--- src/rtl/chunked_borrow_select_subtractor_pkg.sv ---
// Shared definitions for the chunked borrow-select subtractor: default
// geometry and the sequencing FSM state type.
package chunked_borrow_select_subtractor_pkg;

  localparam int DEF_WIDTH       = 4;
  localparam int DEF_CHUNKS      = 4;
  localparam int DEF_TOTAL_WIDTH = DEF_WIDTH * DEF_CHUNKS;

  typedef enum logic [1:0] {
    IDLE = 2'd0,
    RUN  = 2'd1,
    DONE = 2'd2
  } state_t;

endpackage

--- src/rtl/chunked_borrow_select_subtractor_ripple_subtractor.sv ---
// Gate-level WIDTH-bit ripple subtractor: diff = a - b - bin, with the
// borrow rippling from bit 0 upward. The chunked subtractor runs two of
// these side by side, one per possible borrow-in.
module ripple_subtractor
  import chunked_borrow_select_subtractor_pkg::*;
#(
  parameter int WIDTH = DEF_WIDTH
) (
  input  logic [WIDTH-1:0] a,
  input  logic [WIDTH-1:0] b,
  input  logic             bin,
  output logic [WIDTH-1:0] diff,
  output logic             bout
);

  logic [WIDTH:0] brw;

  assign brw[0] = bin;

  // Full-subtractor cell per bit: borrow out when a<b, or a==b with borrow in
  for (genvar i = 0; i < WIDTH; i++) begin : g_bit
    assign diff[i]    = a[i] ^ b[i] ^ brw[i];
    assign brw[i + 1] = (~a[i] & b[i]) | (~(a[i] ^ b[i]) & brw[i]);
  end

  assign bout = brw[WIDTH];

endmodule

--- src/rtl/chunked_borrow_select_subtractor.sv ---
// Multi-cycle wide subtractor: diff = a - b over WIDTH*CHUNKS bits, one
// chunk per clock, LSB chunk first. Each chunk is evaluated for both
// borrow-in values and the registered borrow of the previous chunk picks
// the result. Valid/ready handshake on both the operand and result side.
// Optional feature macro: SUB_FLAGS_EN adds zero and signed-overflow flags.
module chunked_borrow_select_subtractor
  import chunked_borrow_select_subtractor_pkg::*;
#(
  parameter int WIDTH  = DEF_WIDTH,
  parameter int CHUNKS = DEF_CHUNKS
) (
  input  logic                     clk,
  input  logic                     rst_n,
  input  logic                     in_valid,
  output logic                     in_ready,
  input  logic [WIDTH*CHUNKS-1:0]  a,
  input  logic [WIDTH*CHUNKS-1:0]  b,
  output logic                     out_valid,
  input  logic                     out_ready,
  output logic [WIDTH*CHUNKS-1:0]  diff,
  output logic                     bout
`ifdef SUB_FLAGS_EN
  ,
  output logic                     zero,
  output logic                     ovf
`endif
);

  localparam int TOTAL = WIDTH * CHUNKS;
  localparam int IDX_W = (CHUNKS > 1) ? $clog2(CHUNKS) : 1;
  localparam logic [IDX_W-1:0] LAST_IDX = IDX_W'(CHUNKS - 1);

  state_t             state;
  logic [TOTAL-1:0]   a_reg;
  logic [TOTAL-1:0]   b_reg;
  logic [IDX_W-1:0]   idx;
  logic               borrow;

  logic [WIDTH-1:0]   a_chunk;
  logic [WIDTH-1:0]   b_chunk;
  logic [WIDTH-1:0]   d0;
  logic [WIDTH-1:0]   d1;
  logic               bo0;
  logic               bo1;
  logic [WIDTH-1:0]   sel_diff;
  logic               sel_bout;
  logic [TOTAL-1:0]   diff_next;

  // Slice out the current chunk and merge the selected result into diff
  always_comb begin
    a_chunk   = a_reg[idx*WIDTH +: WIDTH];
    b_chunk   = b_reg[idx*WIDTH +: WIDTH];
    sel_diff  = borrow ? d1 : d0;
    sel_bout  = borrow ? bo1 : bo0;
    diff_next = diff;
    diff_next[idx*WIDTH +: WIDTH] = sel_diff;
  end

  ripple_subtractor #(.WIDTH(WIDTH)) u_sub_b0 (
    .a    (a_chunk),
    .b    (b_chunk),
    .bin  (1'b0),
    .diff (d0),
    .bout (bo0)
  );

  ripple_subtractor #(.WIDTH(WIDTH)) u_sub_b1 (
    .a    (a_chunk),
    .b    (b_chunk),
    .bin  (1'b1),
    .diff (d1),
    .bout (bo1)
  );

  // Sequencer: accept operands, walk the chunks LSB first, hold the result until taken
  always_ff @(posedge clk or negedge rst_n) begin
    if (!rst_n) begin
      state     <= IDLE;
      in_ready  <= 1'b1;
      out_valid <= 1'b0;
      diff      <= '0;
      bout      <= 1'b0;
      idx       <= '0;
      borrow    <= 1'b0;
      a_reg     <= '0;
      b_reg     <= '0;
    end else begin
      case (state)
        IDLE: begin
          if (in_valid && in_ready) begin
            a_reg    <= a;
            b_reg    <= b;
            diff     <= '0;
            bout     <= 1'b0;
            borrow   <= 1'b0;
            idx      <= '0;
            in_ready <= 1'b0;
            state    <= RUN;
          end
        end
        RUN: begin
          diff   <= diff_next;
          borrow <= sel_bout;
          if (idx == LAST_IDX) begin
            bout      <= sel_bout;
            out_valid <= 1'b1;
            state     <= DONE;
          end else begin
            idx <= idx + 1'b1;
          end
        end
        DONE: begin
          if (out_ready) begin
            out_valid <= 1'b0;
            in_ready  <= 1'b1;
            state     <= IDLE;
          end
        end
        default: begin
          state     <= IDLE;
          in_ready  <= 1'b1;
          out_valid <= 1'b0;
        end
      endcase
    end
  end

`ifdef SUB_FLAGS_EN
  // Result flags settle together with the last chunk of diff
  always_ff @(posedge clk or negedge rst_n) begin
    if (!rst_n) begin
      zero <= 1'b0;
      ovf  <= 1'b0;
    end else if (state == IDLE && in_valid && in_ready) begin
      zero <= 1'b0;
      ovf  <= 1'b0;
    end else if (state == RUN && idx == LAST_IDX) begin
      zero <= (diff_next == '0);
      ovf  <= (a_reg[TOTAL-1] != b_reg[TOTAL-1]) &&
              (diff_next[TOTAL-1] != a_reg[TOTAL-1]);
    end
  end
`endif

endmodule

--- config.mk ---
export PLATFORM = sky130hd
export DESIGN_NAME = chunked_borrow_select_subtractor
export DESIGN_NICKNAME = d
export VERILOG_FILES = /design/src/rtl/chunked_borrow_select_subtractor_pkg.sv /design/src/rtl/chunked_borrow_select_subtractor_ripple_subtractor.sv /design/src/rtl/chunked_borrow_select_subtractor.sv
export SDC_FILE = /design/constraint.sdc
export NUM_CORES = 1
export LEC_CHECK = 0
export CAP_MARGIN = 20
export CORE_ASPECT_RATIO = 1.25
export CORE_MARGIN = 4
export CORE_UTILIZATION = 51
export CTS_CLUSTER_DIAMETER = 200
export DETAILED_ROUTE_END_ITERATION = 12
export PLACE_DENSITY_LB_ADDON = 0.15
export SYNTH_ARGS = -nofsm -noshare
export SYNTH_HDL_FRONTEND = slang
export SYNTH_HIERARCHICAL = 1
export SYNTH_SLANG_ARGS = --single-unit
--- constraint.sdc ---
create_clock -name clk -period 4.3 [get_ports clk]
set_clock_uncertainty 0.1 [all_clocks]
set_input_delay 0.43 -clock clk [delete_from_list [all_inputs] [get_ports clk]]
set_output_delay 0.43 -clock clk [all_outputs]
set_load 0.03 [all_outputs]
==> impl_summary.log <==
[metrics] result of the run: finished, final reports clean
[metrics] number of DRC markers after the initial detailed-route iteration: 49
[metrics] net count after synthesis: 321
[metrics] width of the die: 74.2 µm
[metrics] number of global-route vias before repair: 1986
[metrics] met2 capacity usage during global routing: 0.287
[metrics] most frequent cells in the layout: sky130_fd_sc_hd__nand2_1 (100), sky130_fd_sc_hd__dfrtp_1 (55), sky130_fd_sc_hd__clkdlybuf4s50_1 (53)
[metrics] clock tree from TritonCTS: done
[metrics] CP endpoint kind: flop
[metrics] netlist area before placement: 0.00280 mm²
[metrics] worst slew slack as a fraction of its limit: 0.452
[metrics] Most used DFF post-synth: sky130_fd_sc_hd__dfrtp_1
[metrics] detailed-route wire length per cell: 14.0 µm
[metrics] Mapped Avg Cell Area: 10.3 µm²
[metrics] htree depth: 2
[metrics] total number of nets in the final design: 373
[metrics] type of the worst setup path: reg2reg
[metrics] leading cell type in the layout, fill and taps excluded: sky130_fd_sc_hd__nand2_1
[metrics] chip height: 90.8 µm
[metrics] sequential share of the synthesized area: 0.502
[metrics] Area growth syn-to-layout: 23.5%
[metrics] layer carrying the most global-route usage: met2
[metrics] worst voltage drop across the vdd grid: 0.000453 V
[metrics] number of buffers inserted during clock tree synthesis: 5
[metrics] initial standard-cell utilization of the core: 0.539
[metrics] Worst setup SP type: flop
[metrics] post-cts resize count: 0
[metrics] utilization of the core after routing: 0.666
[metrics] Clock Latency Late Sink: 0.30 ns
[metrics] final count of pins violating max slew: 0
[metrics] total of buffers placed on input and output ports: 54
[metrics] count of different cell masters after synthesis: 31
[metrics] Initial DRT Pass Iterations: 4
[metrics] Final Cycle Share: 0.766
[metrics] count of buffers added by post-CTS timing repair for setup: 0
[metrics] wire length of the first global-routing pass: 9180 µm
[metrics] hold buffers post-CTS: 0
[metrics] wire length after detailed routing: 5420 µm
[metrics] All-Layer GR Usage: 0.176
[metrics] root buf cell: sky130_fd_sc_hd__clkbuf_8
[metrics] count of flip-flops with a built-in enable after synthesis: 0
[metrics] register clock-pin slew on the reported worst setup and hold paths: 0.10 ns
[metrics] classification of the worst-slack hold path: in2async
[metrics] Pwr Density: 761 mW/mm²
[metrics] total gr overflow: 0
[metrics] required time at the endpoint of the critical path: 4.39 ns
[metrics] fraction of final layout cells with drive strength greater than 1: 0.0802
[metrics] antenna diode count: 0
[metrics] ANT nets after route: 0
[metrics] number of instances in the synthesized netlist: 271
[metrics] FF+latch count, synth: 56
[metrics] slew at the pin closest to its max-slew limit: 0.820 ns
[metrics] Vias per Instance: 5.08
[metrics] Critical Path AT: 3.39 ns
[metrics] number of sinks handled by clock tree synthesis: 56
[metrics] global routing met3 resource utilization: 0.0390
[metrics] final-layout setup total negative slack: 0 ns
[metrics] met1 Usage GRT: 0.227
[metrics] setup repair after global routing missed its margin: false
[metrics] Finish-stage setup viols: 0
[metrics] die area: 0.00674 mm²
[metrics] clock buffer depth: 2
[metrics] clock period minus worst slack: 3.30 ns
[metrics] initial antenna violation count: 0
[metrics] number of I/O pins: 55
[metrics] maximum number of pins on one net before global-route repair: 57
[metrics] gp weighted congestion: 0.786
[metrics] achievable frequency: 0.303 GHz
[metrics] via count: 1961
[metrics] critical path fanouts, max: 6
[metrics] Synth async-reset ratio: 1.00
[metrics] Max-cap violations: 0
[metrics] number of warnings printed during yosys synthesis: 6
[metrics] HPWL Detailed: 3980 µm
[metrics] core region area: 0.00519 mm²
[metrics] detailed-route DRC error count: 0
[metrics] leakage power summed over all cells: 1.66 nW
[metrics] row count: 29
[metrics] Fin. Hold Viols: 0
==> Yosys cell counts, types with 2 or more instances <==
master / instances / area share
sky130_fd_sc_hd__mux4_2: 8 / 0.064
sky130_fd_sc_hd__and4bb_2: 2 / 0.0089
sky130_fd_sc_hd__o21ai_0: 4 / 0.0072
sky130_fd_sc_hd__nand3b_1: 2 / 0.0054
sky130_fd_sc_hd__buf_6: 2 / 0.0081
sky130_fd_sc_hd__mux2i_1: 5 / 0.018
sky130_fd_sc_hd__nand3_1: 3 / 0.0054
sky130_fd_sc_hd__conb_1: 2 / 0.0027
sky130_fd_sc_hd__fa_1: 8 / 0.057
sky130_fd_sc_hd__buf_2: 3 / 0.0054
sky130_fd_sc_hd__a21oi_1: 5 / 0.0089
sky130_fd_sc_hd__nor2b_1: 2 / 0.0045
sky130_fd_sc_hd__dfrtp_1: 55 / 0.49
sky130_fd_sc_hd__ha_1: 6 / 0.027
sky130_fd_sc_hd__clkbuf_1: 5 / 0.0067
sky130_fd_sc_hd__o2bb2ai_1: 16 / 0.050
sky130_fd_sc_hd__buf_4: 3 / 0.0081
sky130_fd_sc_hd__nor2_1: 4 / 0.0054
sky130_fd_sc_hd__nand2_1: 100 / 0.13
sky130_fd_sc_hd__inv_1: 25 / 0.034
==> cell families after synthesis <==
group / Yosys count / share of synthesized area
adders and majority gates: 14 / 0.0841
DFF: 56 / 0.502
other: 2 / 0.00269
buffers and inverters: 38 / 0.0617
muxes: 14 / 0.0864
and+or+nand+nor: 118 / 0.186
AOI/OAI and AO/OA: 29 / 0.0774
==> power by group <==
part | internal (mW) | switching [mW] | leakage [nW]
Sequential | 0.759 | 0.175 | 0.725
Clock | 0.131 | 0.163 | 0.0445
Combinational | 0.616 | 0.785 | 0.886
Total | 1.51 | 1.12 | 1.66
==> path summary, 6_finish.rpt <==
kind / from / end / slack (ns) / depth (start not counted)
worst max-delay path: idx[0] / diff[15] / 1.00 / 10
min in group clk: b_reg[10] / b_reg[10] / 0.38 / 2
worst min-delay path: rst_n / borrow / 0.15 / 2
max in group asynchronous: rst_n / idx[0] / 3.50 / 2
worst max register to register: idx[0] / diff[15] / 1.00 / 10
worst min register to register: b_reg[10] / b_reg[10] / 0.38 / 2
==> critical path, stage by stage (launching register included) <==
cell and delay, ns:
sky130_fd_sc_hd__dfrtp_1 0.54, sky130_fd_sc_hd__mux4_2 0.56, sky130_fd_sc_hd__inv_1 0.09, sky130_fd_sc_hd__fa_1 0.16, sky130_fd_sc_hd__inv_1 0.05, sky130_fd_sc_hd__fa_1 0.38
sky130_fd_sc_hd__fa_1 0.37, sky130_fd_sc_hd__inv_1 0.08, sky130_fd_sc_hd__fa_1 0.41, sky130_fd_sc_hd__mux2i_1 0.35, sky130_fd_sc_hd__o2bb2ai_1 0.10
==> through the flow <==
step / cells / total power [mW] / instance area (µm²) / hold slack, ns / setup slack (ns)
6_report: 386 / 2.63 / 3450 / 0.151 / 1.00
5_1_grt: 386 / 2.89 / 3450 / 0.207 / 0.789
4_1_cts: 386 / 2.67 / 3450 / 0.171 / 0.971
3_5_place_dp: 378 / 2.36 / 3360 / 0.359 / 0.980
3_3_place_gp: 378 / 2.32 / 3360 / 0.354 / 1.05
2_1_floorplan: 271 / 1.91 / 2800 / 0.0344 / 1.19
==> routing by layer <==
metal / wire length, µm / up-vias
li1: - / 979
met1: 2330 / 932
met2: 2770 / 44
met3: 244 / 6
met4: 80 / 0
met5: 0 / -
==> area by class of cell <==
type                            instances  area (µm²)
Sequential cell                        56        1400
Tap cell                               62        77.6
Clock inverter                          1        7.51
Clock buffer                            7        86.3
Inverter                               25        93.8
Multi-Input combinational cell        177        1220
Fill cell                             443        1730
Timing Repair Buffer                   58         566
No activity file was read; power rests on OpenSTA's default activity.
